### config.mk
export PLATFORM = sky130hd
export DESIGN_NAME = core_boot_ctrl_flat
export DESIGN_NICKNAME = d
export VERILOG_FILES = /design/src/rtl/core_boot_ctrl_if.sv /design/src/rtl/core_boot_ctrl.sv /design/src/flat_wrapper.sv
export SDC_FILE = /design/constraint.sdc
export NUM_CORES = 1
export LEC_CHECK = 0
export CORE_MARGIN = 8
export CORE_UTILIZATION = 59
export DETAILED_ROUTE_END_ITERATION = 8
export GPL_TIMING_DRIVEN = 0
export PLACE_DENSITY = 0.82
export SKIP_LAST_GASP = 1
export SYNTH_ARGS = -nofsm -noshare
export SYNTH_HDL_FRONTEND = slang
export SYNTH_SLANG_ARGS = --single-unit
### constraint.sdc
create_clock -name clk -period 7.7 [get_ports clk]
set_input_delay 0.77 -clock clk [delete_from_list [all_inputs] [get_ports clk]]
set_output_delay 0.77 -clock clk [all_outputs]
set_load 0.005 [all_outputs]
### src/rtl/core_boot_ctrl_if.sv
// Boot loader bus bundle: pad-side byte stream in, instruction-memory write
// port and core control out. The master modport drives the byte stream and
// the load request. The slave modport is the boot controller.
interface core_boot_ctrl_if #(
    parameter int ADDR_BITS = 4,
    parameter int WORD_BITS = 32
);
    logic                 load_req;
    logic                 byte_valid;
    logic [7:0]           byte_data;
    logic                 byte_ready;
    logic                 mem_we;
    logic [ADDR_BITS-1:0] mem_addr;
    logic [WORD_BITS-1:0] mem_wdata;
    logic                 core_run;
    logic                 busy;
    logic                 done;
    logic                 err;

    modport master (
        output load_req, byte_valid, byte_data,
        input  byte_ready, mem_we, mem_addr, mem_wdata, core_run, busy, done, err
    );

    modport slave (
        input  load_req, byte_valid, byte_data,
        output byte_ready, mem_we, mem_addr, mem_wdata, core_run, busy, done, err
    );
endinterface

### src/rtl/core_boot_ctrl.sv
// Boot sequencer for the tiny core's program ROM.
// Holds the core in reset while a little-endian byte stream is assembled
// into words and written to instruction memory, then releases the core.
// Optional feature macro: CORE_BOOT_CHECKSUM_EN. When it is defined, a
// trailing mod-256 checksum byte must match the image sum before release.
module core_boot_ctrl #(
    parameter int ADDR_BITS = 4,
    parameter int WORD_BITS = 32,
    parameter int TIMEOUT   = 255
) (
    input  logic               clk,
    input  logic               reset,
    core_boot_ctrl_if.slave    bus
);
    localparam int LANES    = WORD_BITS / 8;
    localparam int IDX_BITS = (LANES > 1) ? $clog2(LANES) : 1;
    localparam int TMR_BITS = $clog2(TIMEOUT + 1);
    localparam logic [IDX_BITS-1:0]  LAST_IDX  = IDX_BITS'(LANES - 1);
    localparam logic [ADDR_BITS-1:0] LAST_ADDR = {ADDR_BITS{1'b1}};
    // Timer holds idle cycles already seen; the TIMEOUT-th idle cycle errors.
    localparam logic [TMR_BITS-1:0]  TMR_LIMIT = TMR_BITS'(TIMEOUT - 1);

    typedef enum logic [2:0] {
        ST_IDLE  = 3'd0,
        ST_LOAD  = 3'd1,
        ST_WRITE = 3'd2,
`ifdef CORE_BOOT_CHECKSUM_EN
        ST_CHK   = 3'd3,
`endif
        ST_RUN   = 3'd4,
        ST_ERR   = 3'd5
    } state_t;

    state_t               state_q,      state_d;
    logic [ADDR_BITS-1:0] word_ptr_q,   word_ptr_d;
    logic [IDX_BITS-1:0]  byte_idx_q,   byte_idx_d;
    logic [TMR_BITS-1:0]  timer_q,      timer_d;
    logic [WORD_BITS-1:0] shift_q,      shift_d;
`ifdef CORE_BOOT_CHECKSUM_EN
    logic [7:0]           sum_q,        sum_d;
`endif
    logic                 byte_ready_q, byte_ready_d;
    logic                 mem_we_q,     mem_we_d;
    logic [ADDR_BITS-1:0] mem_addr_q,   mem_addr_d;
    logic [WORD_BITS-1:0] mem_wdata_q,  mem_wdata_d;
    logic                 core_run_q,   core_run_d;
    logic                 busy_q,       busy_d;
    logic                 done_q,       done_d;
    logic                 err_q,        err_d;

    logic                 transfer_s;
    logic [WORD_BITS-1:0] asm_word_s;

    // Next-state, datapath and registered-output decode.
    always_comb begin
        state_d     = state_q;
        word_ptr_d  = word_ptr_q;
        byte_idx_d  = byte_idx_q;
        timer_d     = timer_q;
        shift_d     = shift_q;
`ifdef CORE_BOOT_CHECKSUM_EN
        sum_d       = sum_q;
`endif
        mem_addr_d  = mem_addr_q;
        mem_wdata_d = mem_wdata_q;
        done_d      = 1'b0;

        // A byte only counts when the registered ready was high this cycle.
        transfer_s = bus.byte_valid & byte_ready_q;
        asm_word_s = shift_q;
        asm_word_s[{byte_idx_q, 3'b000} +: 8] = bus.byte_data;

        case (state_q)
            ST_IDLE, ST_RUN: begin
                if (bus.load_req) begin
                    state_d    = ST_LOAD;
                    word_ptr_d = {ADDR_BITS{1'b0}};
                    byte_idx_d = {IDX_BITS{1'b0}};
                    timer_d    = {TMR_BITS{1'b0}};
`ifdef CORE_BOOT_CHECKSUM_EN
                    sum_d      = 8'h00;
`endif
                end else begin
                    state_d = ST_RUN;
                end
            end
            ST_LOAD: begin
                if (!bus.load_req) begin
                    state_d = ST_ERR;
                end else if (transfer_s) begin
                    shift_d = asm_word_s;
                    timer_d = {TMR_BITS{1'b0}};
`ifdef CORE_BOOT_CHECKSUM_EN
                    sum_d   = sum_q + bus.byte_data;
`endif
                    if (byte_idx_q == LAST_IDX) begin
                        byte_idx_d  = {IDX_BITS{1'b0}};
                        mem_addr_d  = word_ptr_q;
                        mem_wdata_d = asm_word_s;
                        state_d     = ST_WRITE;
                    end else begin
                        byte_idx_d = byte_idx_q + IDX_BITS'(1'b1);
                    end
                end else if (timer_q == TMR_LIMIT) begin
                    state_d = ST_ERR;
                end else begin
                    timer_d = timer_q + TMR_BITS'(1'b1);
                end
            end
            ST_WRITE: begin
                timer_d = {TMR_BITS{1'b0}};
                if (!bus.load_req) begin
                    state_d = ST_ERR;
                end else if (word_ptr_q == LAST_ADDR) begin
`ifdef CORE_BOOT_CHECKSUM_EN
                    state_d = ST_CHK;
`else
                    state_d = ST_RUN;
                    done_d  = 1'b1;
`endif
                end else begin
                    word_ptr_d = word_ptr_q + ADDR_BITS'(1'b1);
                    state_d    = ST_LOAD;
                end
            end
`ifdef CORE_BOOT_CHECKSUM_EN
            ST_CHK: begin
                if (!bus.load_req) begin
                    state_d = ST_ERR;
                end else if (transfer_s) begin
                    if (bus.byte_data == sum_q) begin
                        state_d = ST_RUN;
                        done_d  = 1'b1;
                    end else begin
                        state_d = ST_ERR;
                    end
                end else if (timer_q == TMR_LIMIT) begin
                    state_d = ST_ERR;
                end else begin
                    timer_d = timer_q + TMR_BITS'(1'b1);
                end
            end
`endif
            ST_ERR: begin
                if (!bus.load_req) begin
                    state_d = ST_IDLE;
                end else begin
                    state_d = ST_ERR;
                end
            end
            default: begin
                state_d = ST_IDLE;
            end
        endcase

        // Outputs are registered copies of what the next state implies.
        mem_we_d   = (state_d == ST_WRITE);
        core_run_d = (state_d == ST_RUN);
        err_d      = (state_d == ST_ERR);
`ifdef CORE_BOOT_CHECKSUM_EN
        byte_ready_d = (state_d == ST_LOAD) || (state_d == ST_CHK);
        busy_d       = (state_d == ST_LOAD) || (state_d == ST_WRITE) || (state_d == ST_CHK);
`else
        byte_ready_d = (state_d == ST_LOAD);
        busy_d       = (state_d == ST_LOAD) || (state_d == ST_WRITE);
`endif
    end

    // State, datapath and output registers; async reset drops any pending write.
    always_ff @(posedge clk or posedge reset) begin
        if (reset) begin
            state_q      <= ST_IDLE;
            word_ptr_q   <= {ADDR_BITS{1'b0}};
            byte_idx_q   <= {IDX_BITS{1'b0}};
            timer_q      <= {TMR_BITS{1'b0}};
            shift_q      <= {WORD_BITS{1'b0}};
`ifdef CORE_BOOT_CHECKSUM_EN
            sum_q        <= 8'h00;
`endif
            byte_ready_q <= 1'b0;
            mem_we_q     <= 1'b0;
            mem_addr_q   <= {ADDR_BITS{1'b0}};
            mem_wdata_q  <= {WORD_BITS{1'b0}};
            core_run_q   <= 1'b0;
            busy_q       <= 1'b0;
            done_q       <= 1'b0;
            err_q        <= 1'b0;
        end else begin
            state_q      <= state_d;
            word_ptr_q   <= word_ptr_d;
            byte_idx_q   <= byte_idx_d;
            timer_q      <= timer_d;
            shift_q      <= shift_d;
`ifdef CORE_BOOT_CHECKSUM_EN
            sum_q        <= sum_d;
`endif
            byte_ready_q <= byte_ready_d;
            mem_we_q     <= mem_we_d;
            mem_addr_q   <= mem_addr_d;
            mem_wdata_q  <= mem_wdata_d;
            core_run_q   <= core_run_d;
            busy_q       <= busy_d;
            done_q       <= done_d;
            err_q        <= err_d;
        end
    end

    assign bus.byte_ready = byte_ready_q;
    assign bus.mem_we     = mem_we_q;
    assign bus.mem_addr   = mem_addr_q;
    assign bus.mem_wdata  = mem_wdata_q;
    assign bus.core_run   = core_run_q;
    assign bus.busy       = busy_q;
    assign bus.done       = done_q;
    assign bus.err        = err_q;
endmodule

### src/flat_wrapper.sv
// flat-port wrapper written by rule: the top's interface ports become plain ports
module core_boot_ctrl_flat 
#(
    parameter int ADDR_BITS = 4,
    parameter int WORD_BITS = 32,
    parameter int TIMEOUT   = 255
)
  (clk, reset, bus_load_req, bus_byte_valid, bus_byte_data, bus_byte_ready, bus_mem_we, bus_mem_addr, bus_mem_wdata, bus_core_run, bus_busy, bus_done, bus_err);
  core_boot_ctrl_if #(.ADDR_BITS(ADDR_BITS), .WORD_BITS(WORD_BITS)) bus_i ();
  input  logic clk;
  input  logic reset;
  input wire logic [$bits(bus_i.load_req)-1:0] bus_load_req;
  input wire logic [$bits(bus_i.byte_valid)-1:0] bus_byte_valid;
  input wire logic [$bits(bus_i.byte_data)-1:0] bus_byte_data;
  output wire logic [$bits(bus_i.byte_ready)-1:0] bus_byte_ready;
  output wire logic [$bits(bus_i.mem_we)-1:0] bus_mem_we;
  output wire logic [$bits(bus_i.mem_addr)-1:0] bus_mem_addr;
  output wire logic [$bits(bus_i.mem_wdata)-1:0] bus_mem_wdata;
  output wire logic [$bits(bus_i.core_run)-1:0] bus_core_run;
  output wire logic [$bits(bus_i.busy)-1:0] bus_busy;
  output wire logic [$bits(bus_i.done)-1:0] bus_done;
  output wire logic [$bits(bus_i.err)-1:0] bus_err;
  assign bus_i.load_req = bus_load_req;
  assign bus_i.byte_valid = bus_byte_valid;
  assign bus_i.byte_data = bus_byte_data;
  assign bus_byte_ready = bus_i.byte_ready;
  assign bus_mem_we = bus_i.mem_we;
  assign bus_mem_addr = bus_i.mem_addr;
  assign bus_mem_wdata = bus_i.mem_wdata;
  assign bus_core_run = bus_i.core_run;
  assign bus_busy = bus_i.busy;
  assign bus_done = bus_i.done;
  assign bus_err = bus_i.err;
  core_boot_ctrl #(.ADDR_BITS(ADDR_BITS), .WORD_BITS(WORD_BITS), .TIMEOUT(TIMEOUT)) u_core (.clk(clk), .reset(reset), .bus(bus_i));
endmodule
==> results of run 1 <==
==> worst paths after layout <==
check	endpoint	slack, ns	depth (start not counted)
min in group asynchronous	u_core.bus.mem_wdata[3]	0.74	2
min reg2reg	u_core.bus.mem_wdata[0]	0.48	2
min	u_core.bus.mem_wdata[0]	0.48	2
max in group asynchronous	u_core.shift_q[23]	6.34	3
max reg2reg	u_core.shift_q[19]	5.49	7
max	u_core.bus.busy	5.09	6
==> area by class of cell <==
class                   count  area (µm²)  area share, %
flip-flops and latches     91        2280           46.6
multi-input cells         270        1700           34.7
clock buffers              11         151           3.10
clock inverters             3        15.0          0.307
repair buffers             46         478           9.78
well taps                  96         120           2.46
inverters                   9        36.3          0.742
plain buffers              25         113           2.30
==> power breakdown <==
group          internal (mW)  switching, mW
clock                  0.130          0.156
combinational          0.105          0.134
sequential             0.515         0.0323
==> cells in the final DEF (no fill, tap or decap), types with 6 or more instances in the layout <==
master | netlist | routed
a21oi_1 | 39 | 39
ha_1 | 9 | 9
nor2_1 | 10 | 10
inv_1 | 9 | 8
buf_2 | 6 | 6
clkbuf_8 | 0 | 11
dfrtp_1 | 91 | 91
buf_1 | 8 | 8
o21ai_0 | 41 | 41
nand2_1 | 49 | 49
nor2b_1 | 33 | 33
clkbuf_1 | 9 | 9
clkdlybuf4s50_1 | 0 | 45
a22o_1 | 32 | 32
==> per-stage QoR <==
| step | power, mW | instance area [µm²] | hold slack, ns |
|---|---|---|---|
| after floorplan | 0.720 | 4120 | 0.458 |
| after global placement | 0.782 | 4690 | 0.463 |
| after detailed placement | 0.794 | 4720 | 0.470 |
| after CTS | 1.08 | 4890 | 0.488 |
| after global routing | 1.13 | 4890 | 0.509 |
| final | 1.07 | 4890 | 0.481 |
==> flip-flops by register name, summed over array words and instances (netlist names), 2 cells and up <==
| name | count |
|---|---|
| u_core.timer_q | 8 |
| u_core.byte_idx_q | 2 |
| u_core.shift_q | 32 |
| u_core.bus.mem_addr | 4 |
| u_core.state_q | 3 |
| u_core.word_ptr_q | 4 |
| u_core.bus.mem_wdata | 32 |
==> cell families (layout without fill, tap and decap cells) <==
kind of cell | after synthesis | in the layout | synth area share [%]
buf+inv | 34 | 94 | 3.55
fa+ha+maj | 9 | 9 | 2.73
compound gates | 124 | 124 | 19.0
flops | 91 | 91 | 55.3
simple gates | 130 | 130 | 17.5
xor+xnor | 1 | 1 | 0.213
mux | 6 | 6 | 1.70
==> layer usage <==
layer  up-vias  wire (µm)  GRT usage [%]
met2        69       4470           31.0
met5         -          0              0
li1       1504          -              -
met4         0        176           8.50
met1      1580       4300           25.1
met3        17        387           4.54
==> worst reg2reg max path: stages, from the launching register on <==
cell and delay [ns]:
dfrtp_1 0.50, inv_1 0.17, ha_1 0.39, nor4bb_1 0.32
buf_2 0.25, and3_1 0.18, buf_2 0.18, a22o_1 0.17
==> cells in the mapped netlist, types with 2 or more instances <==
library cell	n	area share, %
a211o_1	2	0.43
nand2_1	49	4.5
nand4_1	3	0.46
or4b_1	2	0.49
nand3_1	5	0.61
o41ai_1	2	0.43
inv_1	9	0.82
buf_2	6	0.73
o21ai_0	41	5.0
nor4bb_1	2	0.49
o31ai_1	2	0.36
and2_1	4	0.61
a32o_1	2	0.49
ha_1	9	2.7
nor2_1	10	0.91
buf_1	8	0.73
mux2_2	4	1.1
and3_1	3	0.46
a21oi_1	39	4.7
nor2b_1	33	5.0
dfrtp_1	91	55
and4b_1	2	0.49
nand2b_1	3	0.46
or4_1	2	0.36
a22o_1	32	6.8
clkbuf_1	9	0.82
==> flow_metrics.tcl, run 1 <==
set metrics [dict create \
    cp_max_fo 10 \
    fmaxAchievable_mhz 382 \
    chipHeight_um 99.6 \
    critPathLaunch "bus_load_req" \
    diodes 0 \
    viasPerCell 5.75 \
    required_ns 7.90 \
    io_buffers 45 \
    area_delta_synth_final_pct 18.6 \
    synth-seq-cells 91 \
    wl_per_cell_um 16.9 \
    drt_iter0_drc 160 \
    synth_cells 395 \
    syn_area_um2 4120 \
    power.leakage_nw 2.21 \
    cts_num_sinks 91 \
    drv_slew 0 \
    yosysWarnings 0 \
    period_needed_ns 2.61 \
    critPathKind "in2reg" \
    grt_pass1_wl_um 15400 \
    ir_drop_uv 113 \
    antenna_found_initial 0 \
    die_w_um 99.6 \
    grtUsageTotal_pct 19.6 \
    yosysSeqAreaShare_pct 55.3 \
    power_density_nw_per_um2 219 \
    placementRows 30 \
    stdcell_count 551 \
    grt_pass1_vias 3099 \
    synth_nets 416 \
    cp-start-kind "primary input" \
    cts_buffers 9 \
    clkLatencyLatePin_ns 0.36 \
    grt_overflow 0 \
    first_pass_iters 4 \
    cp_num_buf_inv 3 \
    worst_path_most_repeated_cell "clkbuf_1" \
    layout.nets 473 \
    slew_headroom_pct 62.9 \
    clk_pin_slew_ns 0.08 \
    setup_ws_ns 5.09 \
    core_area_um2 6790 \
    dieArea_um2 9920 \
    dp.cells 537 \
    htreeDepth 3 \
    clockRootBuffer "clkbuf_8" \
    post_cts_resize_count 0 \
    start_util_pct 60.7 \
    ant_nets 0 \
    cp_top_family "buffers and inverters" \
    tritoncts "done" \
    max_stage_delay_ns 0.52 \
    drive_gt1_share_pct 8.35 \
    min_path_type "reg2reg" \
    vias 3170 \
    setup_viol 0 \
    worstPathArrival_ns 2.82 \
    hpwl_um 6430 \
    synthArstFlopShare_pct 100 \
    hold_violations 0 \
    cp_cell_sequence "clkdlybuf4s50_1, and2b_1, nand3_1, clkbuf_1, clkbuf_1, o21ai_0" \
    finalCritPeriodShare_pct 34.0 \
    clock_skew_ns 0.00630 \
    gp_congestion 0.845 \
    synth.distinct_cells 47 \
    grt_max_degree 68 \
    synth_edf_count 0 \
    detail_route.wirelength_um 9330 \
    drv_cap 0 \
    worstHoldStart "u_core.bus.mem_wdata[0]" \
    n_fill_cell 501 \
    utilization_pct 72.0 \
    final.setup.tns_ns 0 \
    ys.flop_type "dfrtp_1" \
    pre_cts_slack_ns 4.70 \
    status "complete, no violations" \
    drc 0 \
    ctsHoldBuffers 0 \
    clockBufferDepth 2 \
    syn-mean-instance-area_um2 10.4 \
    cts_setup_buffers 0 \
    rsz0062_at_grt "no" \
    cp-end-kind "register" \
    cp_slowest_cell "clkdlybuf4s50_1" \
    worstMarginPinSlew_ns 0.556 \
    reg2reg_from "u_core.byte_idx_q[0]" \
    num_io_pins 54 \
]
Power figures use the tool's default switching activity.
==> run 2: changes to the inputs <==
--- a/config.mk
+++ b/config.mk
@@ -6,10 +6,10 @@
 export NUM_CORES = 1
 export LEC_CHECK = 0
 export CORE_MARGIN = 8
-export CORE_UTILIZATION = 59
+export CORE_UTILIZATION = 50
 export DETAILED_ROUTE_END_ITERATION = 8
 export GPL_TIMING_DRIVEN = 0
-export PLACE_DENSITY = 0.82
+export PLACE_DENSITY = 0.73
 export SKIP_LAST_GASP = 1
 export SYNTH_ARGS = -nofsm -noshare
 export SYNTH_HDL_FRONTEND = slang
==> constraint.sdc (replaced) <==
create_clock -name clk -period 2.4 [get_ports clk]
set_input_delay 0.24 -clock clk [delete_from_list [all_inputs] [get_ports clk]]
set_output_delay 0.24 -clock clk [all_outputs]
set_load 0.005 [all_outputs]
==> flow_metrics.tcl, run 2 (synthesis results as in run 1) <==
set metrics [dict create \
    clockRootBuffer "clkbuf_8" \
    dieArea_um2 11400 \
    grt_pass1_vias 3312 \
    clkLatencyLatePin_ns 0.36 \
    dpl_cell_area_um2 4750 \
    area_delta_synth_final_pct 20.5 \
    start_util_pct 50.9 \
    worstMarginPinSlew_ns 0.591 \
    clkPwrFrac_pct 31.0 \
    cp_slowest_cell "dfrtp_2" \
    p_total_mw 3.68 \
    cts_setup_buffers 0 \
    hold_violations 0 \
    hpwl_um 6700 \
    cts_buffers 9 \
    cp_cell_sequence "inv_1, ha_1, nor4bb_1, buf_2, and3_1, buf_2, a22o_1" \
    wl_per_cell_um 17.2 \
    grtUsageTotal_pct 18.1 \
    drc 0 \
    cp-start-kind "register" \
    n_fill_cell 707 \
    antenna_found_initial 0 \
    internal-power_mw 2.61 \
    combPwrFrac_pct 21.3 \
    clockBufferDepth 2 \
    ctsHoldBuffers 0 \
    slew_headroom_pct 60.5 \
    power_density_nw_per_um2 741 \
    setup_viol 0 \
    die_w_um 107 \
    p_sw_share_pct 29.1 \
    ant_nets 0 \
    num_io_pins 54 \
    ir_drop_uv 457 \
    status "complete, no violations" \
    final.setup.tns_ns 0 \
    tritoncts "done" \
    final_common_cell "dfrtp_1" \
    cp-end-kind "register" \
    drt_iter0_drc 121 \
    grt_overflow 0 \
    drv_slew 0 \
    layout.nets 474 \
    viasPerCell 5.58 \
    vias 3139 \
    worstPathArrival_ns 2.50 \
    htreeDepth 3 \
    diodes 0 \
    layout_common_cells "dfrtp_1 (90), nand2_1 (49), clkdlybuf4s50_1 (45)" \
    critPathKind "reg2reg" \
    worst_path_most_repeated_cell "buf_2" \
    cp_max_fo 10 \
    io_buffers 45 \
    p_switching_mw 1.07 \
    first_pass_iters 6 \
    cp_top_family "buffers and inverters" \
    min_path_type "in2async" \
    r2r_slack_ns 0.19 \
    period_needed_ns 2.21 \
    clk_pin_slew_ns 0.09 \
    gp_congestion 0.827 \
    chipHeight_um 107 \
    power.leakage_nw 2.23 \
    detail_route.wirelength_um 9710 \
    fmaxAchievable_mhz 452 \
    placementRows 33 \
    cts_num_sinks 91 \
    grt_pass1_wl_um 16800 \
    grt_max_degree 42 \
    final_area_um2 4970 \
    drive_gt1_share_pct 8.73 \
    seq_power_share_pct 47.7 \
    cp_num_buf_inv 3 \
    r2r-end "u_core.shift_q[18]" \
    reg2reg_from "u_core.byte_idx_q[0]" \
    clock_skew_ns 0.0129 \
    finalCritPeriodShare_pct 92.2 \
    max_stage_delay_ns 0.49 \
    drv_cap 0 \
    required_ns 2.68 \
    rr_worst_depth 7 \
    core_area_um2 8090 \
    rsz0062_at_grt "no" \
]
==> run 2: worst max-delay path by stage <==
stage                         start                 end  slack [ns]  cells after the start
3_3_place_gp           bus_load_req     u_core.bus.busy       -0.03                      6
6_report       u_core.byte_idx_q[0]  u_core.shift_q[18]        0.19                      7
3_5_place_dp           bus_load_req     u_core.bus.busy       -0.07                      6
5_1_grt        u_core.byte_idx_q[0]  u_core.shift_q[18]        0.06                      7
4_1_cts        u_core.byte_idx_q[0]  u_core.shift_q[15]        0.16                      7
2_1_floorplan  u_core.byte_idx_q[0]  u_core.shift_q[10]        0.49                      7
==> run 2: what timing repair did <==
| item | in CTS | in global routing |
|---|---|---|
| setup endpoints to repair | 0 | 11 |
| endpoints found under the hold margin | 0 | 0 |
| resized for setup | 0 | 1 |
==> run 2: power by group through the flow <==
| stage | clock (mW) | sequential [mW] | combinational [mW] |
|---|---|---|---|
| 2_1_floorplan | 0 | 1.76 | 0.551 |
| 3_3_place_gp | 0 | 1.77 | 0.754 |
| 3_5_place_dp | 0 | 1.78 | 0.778 |
| 4_1_cts | 1.15 | 1.75 | 0.785 |
| 5_1_grt | 1.22 | 1.78 | 0.881 |
| 6_report | 1.14 | 1.76 | 0.785 |
==> run 2: per-stage QoR <==
step	hold slack (ns)	util, %	std cells	setup slack [ns]
floorplan	0.407	-	395	0.491
global placement	0.466	58.2	545	-0.0258
detailed placement	0.469	58.7	547	-0.0713
CTS	0.316	61.4	563	0.161
global route	0.342	61.4	563	0.0619
finish	0.301	61.4	563	0.188
==> run 2: cell type report <==
cell class	instances	area (µm²)	share of cell area, %
clock inverter	4	73.8	1.49
multi-input combinational	270	1700	34.2
buffer	25	113	2.27
timing repair buffer	47	490	9.87
tap	105	131	2.64
inverter	9	37.5	0.756
sequential	91	2280	45.9
clock buffer	12	145	2.92
==> run 2: metal layers <==
layer | vias up | global-route usage, % | routed length, µm
met5 | - | 0 | 0
met4 | 0 | 6.33 | 119
met3 | 12 | 3.48 | 372
met2 | 68 | 28.9 | 4620
met1 | 1552 | 24.1 | 4600
li1 | 1507 | - | -
==> run 3: changes to the inputs <==
--- a/config.mk
+++ b/config.mk
@@ -5,12 +5,15 @@
 export SDC_FILE = /design/constraint.sdc
 export NUM_CORES = 1
 export LEC_CHECK = 0
+export ABC_AREA = 1
 export CORE_MARGIN = 8
 export CORE_UTILIZATION = 50
+export CTS_CLUSTER_SIZE = 25
 export DETAILED_ROUTE_END_ITERATION = 8
 export GPL_TIMING_DRIVEN = 0
 export PLACE_DENSITY = 0.73
 export SKIP_LAST_GASP = 1
+export SLEW_MARGIN = 20
 export SYNTH_ARGS = -nofsm -noshare
 export SYNTH_HDL_FRONTEND = slang
 export SYNTH_SLANG_ARGS = --single-unit
==> flow_metrics.tcl, run 3 <==
set metrics [dict create \
    status "complete, no violations" \
    area_delta_synth_final_pct 22.5 \
    regArea_um2 2280 \
    post-synth-top-area-fraction_pct 53.7 \
    worstMarginPinSlew_ns 0.487 \
    dpl_cell_area_um2 4980 \
    cp-end-kind "register" \
    placementRows 33 \
    cts_buffers 9 \
    cp_slowest_cell "dfrtp_1" \
    layout.nets 606 \
    layout_common_cells "nand2_1 (195), dfrtp_1 (91), inv_1 (61)" \
    final_area_um2 5190 \
    yosysMostFrequentCell "nand2_1" \
    drv_slew 0 \
    multiInputGateArea_um2 1600 \
    slew_headroom_pct 67.5 \
    cts_num_sinks 91 \
    ys.flop_type "dfrtp_1" \
    final_common_cell "nand2_1" \
    rsz0062_at_grt "no" \
    synthMuxAreaShare_pct 0 \
    first_pass_iters 4 \
    r2r_slack_ns 0.25 \
    drt_iter0_drc 187 \
    grt_overflow 0 \
    synth_edf_count 0 \
    grtUsageTotal_pct 17.7 \
    clockRootBuffer "clkbuf_8" \
    drive_gt1_share_pct 7.97 \
    synth_largest_area_cell "dfrtp_1" \
    synth_nets 537 \
    clkLatencyLatePin_ns 0.37 \
    synthAdderAreaFrac_pct 2.65 \
    synthArstFlopShare_pct 100 \
    chipHeight_um 108 \
    cp_top_family "buffers and inverters" \
    syn_area_um2 4240 \
    power.leakage_nw 2.63 \
    fmaxAchievable_mhz 466 \
    worstPathArrival_ns 2.44 \
    wl_per_cell_um 14.3 \
    die_w_um 108 \
    synth-seq-cells 91 \
    clk_pin_slew_ns 0.10 \
    grt_pass1_wl_um 16600 \
    io_buffers 53 \
    hold_violations 0 \
    syn-mean-instance-area_um2 8.22 \
    cp_max_fo 10 \
    clock_skew_ns 0.0154 \
    post_cts_resize_count 0 \
    max_stage_delay_ns 0.42 \
    cp_cell_sequence "buf_2, inv_1, ha_1, clkbuf_1, nand4_1, buf_4, o22ai_1, nand2_1, o21ai_1" \
    num_io_pins 54 \
    synth_top_family_by_area "simple AND/OR/NAND/NOR gates" \
    drv_cap 0 \
    dieArea_um2 11700 \
    synthXorXnorAreaFrac_pct 0 \
    antenna_found_initial 0 \
    vias 3591 \
    ir_drop_uv 443 \
    viasPerCell 5.17 \
    htreeDepth 3 \
    setup_viol 0 \
    gp_congestion 0.877 \
    ant_nets 0 \
    start_util_pct 51.6 \
    diodes 0 \
    period_needed_ns 2.15 \
    cp_num_buf_inv 4 \
    n_fill_cell 742 \
    yosysWarnings 0 \
    detail_route.wirelength_um 9920 \
    yosysSeqAreaShare_pct 53.7 \
    finalCritPeriodShare_pct 89.4 \
    synth_cells 516 \
    synth.distinct_cells 25 \
    hpwl_um 7360 \
    yosys.area_share.simple_pct 24.7 \
    tritoncts "done" \
    synth-compound-area-share_pct 10.2 \
    clockBufferDepth 2 \
    core_area_um2 8220 \
    cp-start-kind "register" \
    grt_pass1_vias 3531 \
    required_ns 2.69 \
    final.setup.tns_ns 0 \
    critPathKind "reg2reg" \
    grt_max_degree 33 \
    synth_common_cells "nand2_1 (195), dfrtp_1 (91), inv_1 (62), o22ai_1 (32), o21ai_1 (27)" \
    min_path_type "in2async" \
    synth_area_leaders "dfrtp_1 (54%), nand2_1 (17%), inv_1 (5.5%), o22ai_1 (4.7%), o21ai_1 (3.2%)" \
    drc 0 \
    power_density_nw_per_um2 826 \
]
==> run 3: cell count changes after synthesis, sizes merged, moves of 4 or more <==
cell / change
a21oi: -38
a22o: -32
and2: -4
clkbuf: -6
inv: +55
mux2: -5
nand2: +146
nand3: +16
nand4: +7
nor2: +11
nor2b: -33
o22ai: +32
==> run 3: metal layers <==
metal | up-vias | track usage [%] | share of wire (%)
met5 | - | 0 | 0
li1 | 1775 | - | -
met3 | 13 | 3.27 | 5.0
met1 | 1722 | 22.5 | 44
met4 | 0 | 7.14 | 1.7
met2 | 81 | 29.2 | 49
==> run 3: logic make-up after synthesis <==
logic type               count (synthesis)
adder cells (fa/ha/maj)                  9
flip-flops                              91
buffers and inverters                   85
AND/OR/NAND/NOR                        253
AO/OA/AOI/OAI                           78
==> run 3: worst register-to-register path: stages, from the launching register on <==
cell      delay [ns]
dfrtp_1         0.42
buf_2           0.20
inv_1           0.19
ha_1            0.19
clkbuf_1        0.33
nand4_1         0.16
buf_4           0.20
o22ai_1         0.20
nand2_1         0.10
o21ai_1         0.09
==> run 3: layout make-up <==
cell class,count,share of cell area [%]
multi-input combinational,340,30.7
buffer,21,2.48
timing repair buffer,58,11.9
tap,105,2.53
clock inverter,6,1.35
sequential,91,43.8
clock buffer,10,2.46
inverter,64,4.70
==> run 3: timing repair <==
item,CTS,global route
setup buffers,0,2
setup endpoints to repair,0,7
endpoints found under the hold margin,0,0
hold buffers,0,0
==> run 3: final timing paths <==
path                                       endpoint  cells after the start                      from
max reg2reg                      u_core.shift_q[17]                      9      u_core.byte_idx_q[0]
min                        u_core.bus.mem_wdata[25]                      2                     reset
max                              u_core.shift_q[17]                      9      u_core.byte_idx_q[0]
min reg2reg                u_core.bus.mem_wdata[31]                      2  u_core.bus.mem_wdata[31]
max in group asynchronous       u_core.bus.core_run                      4                     reset
min in group clk           u_core.bus.mem_wdata[31]                      2  u_core.bus.mem_wdata[31]
==> run 3: report_power, final <==
group          total (mW)  switching, mW  internal [mW]
logic                1.25          0.753          0.495
clock network        1.06          0.569          0.495
registers            1.98          0.124           1.86
total                4.29           1.45           2.85
==> run 3: stage by stage <==
stage / instances / hold slack [ns] / util [%] / total power, mW / setup slack [ns]
finish: 695 / 0.235 / 63.2 / 4.29 / 0.254
global route: 695 / 0.267 / 63.2 / 4.56 / 0.119
CTS: 693 / 0.241 / 63.0 / 4.29 / 0.182
detailed placement: 677 / 0.462 / 60.6 / 3.23 / 0.205
global placement: 674 / 0.455 / 59.7 / 3.16 / 0.146
floorplan: 516 / 0.401 / - / 2.88 / 0.649
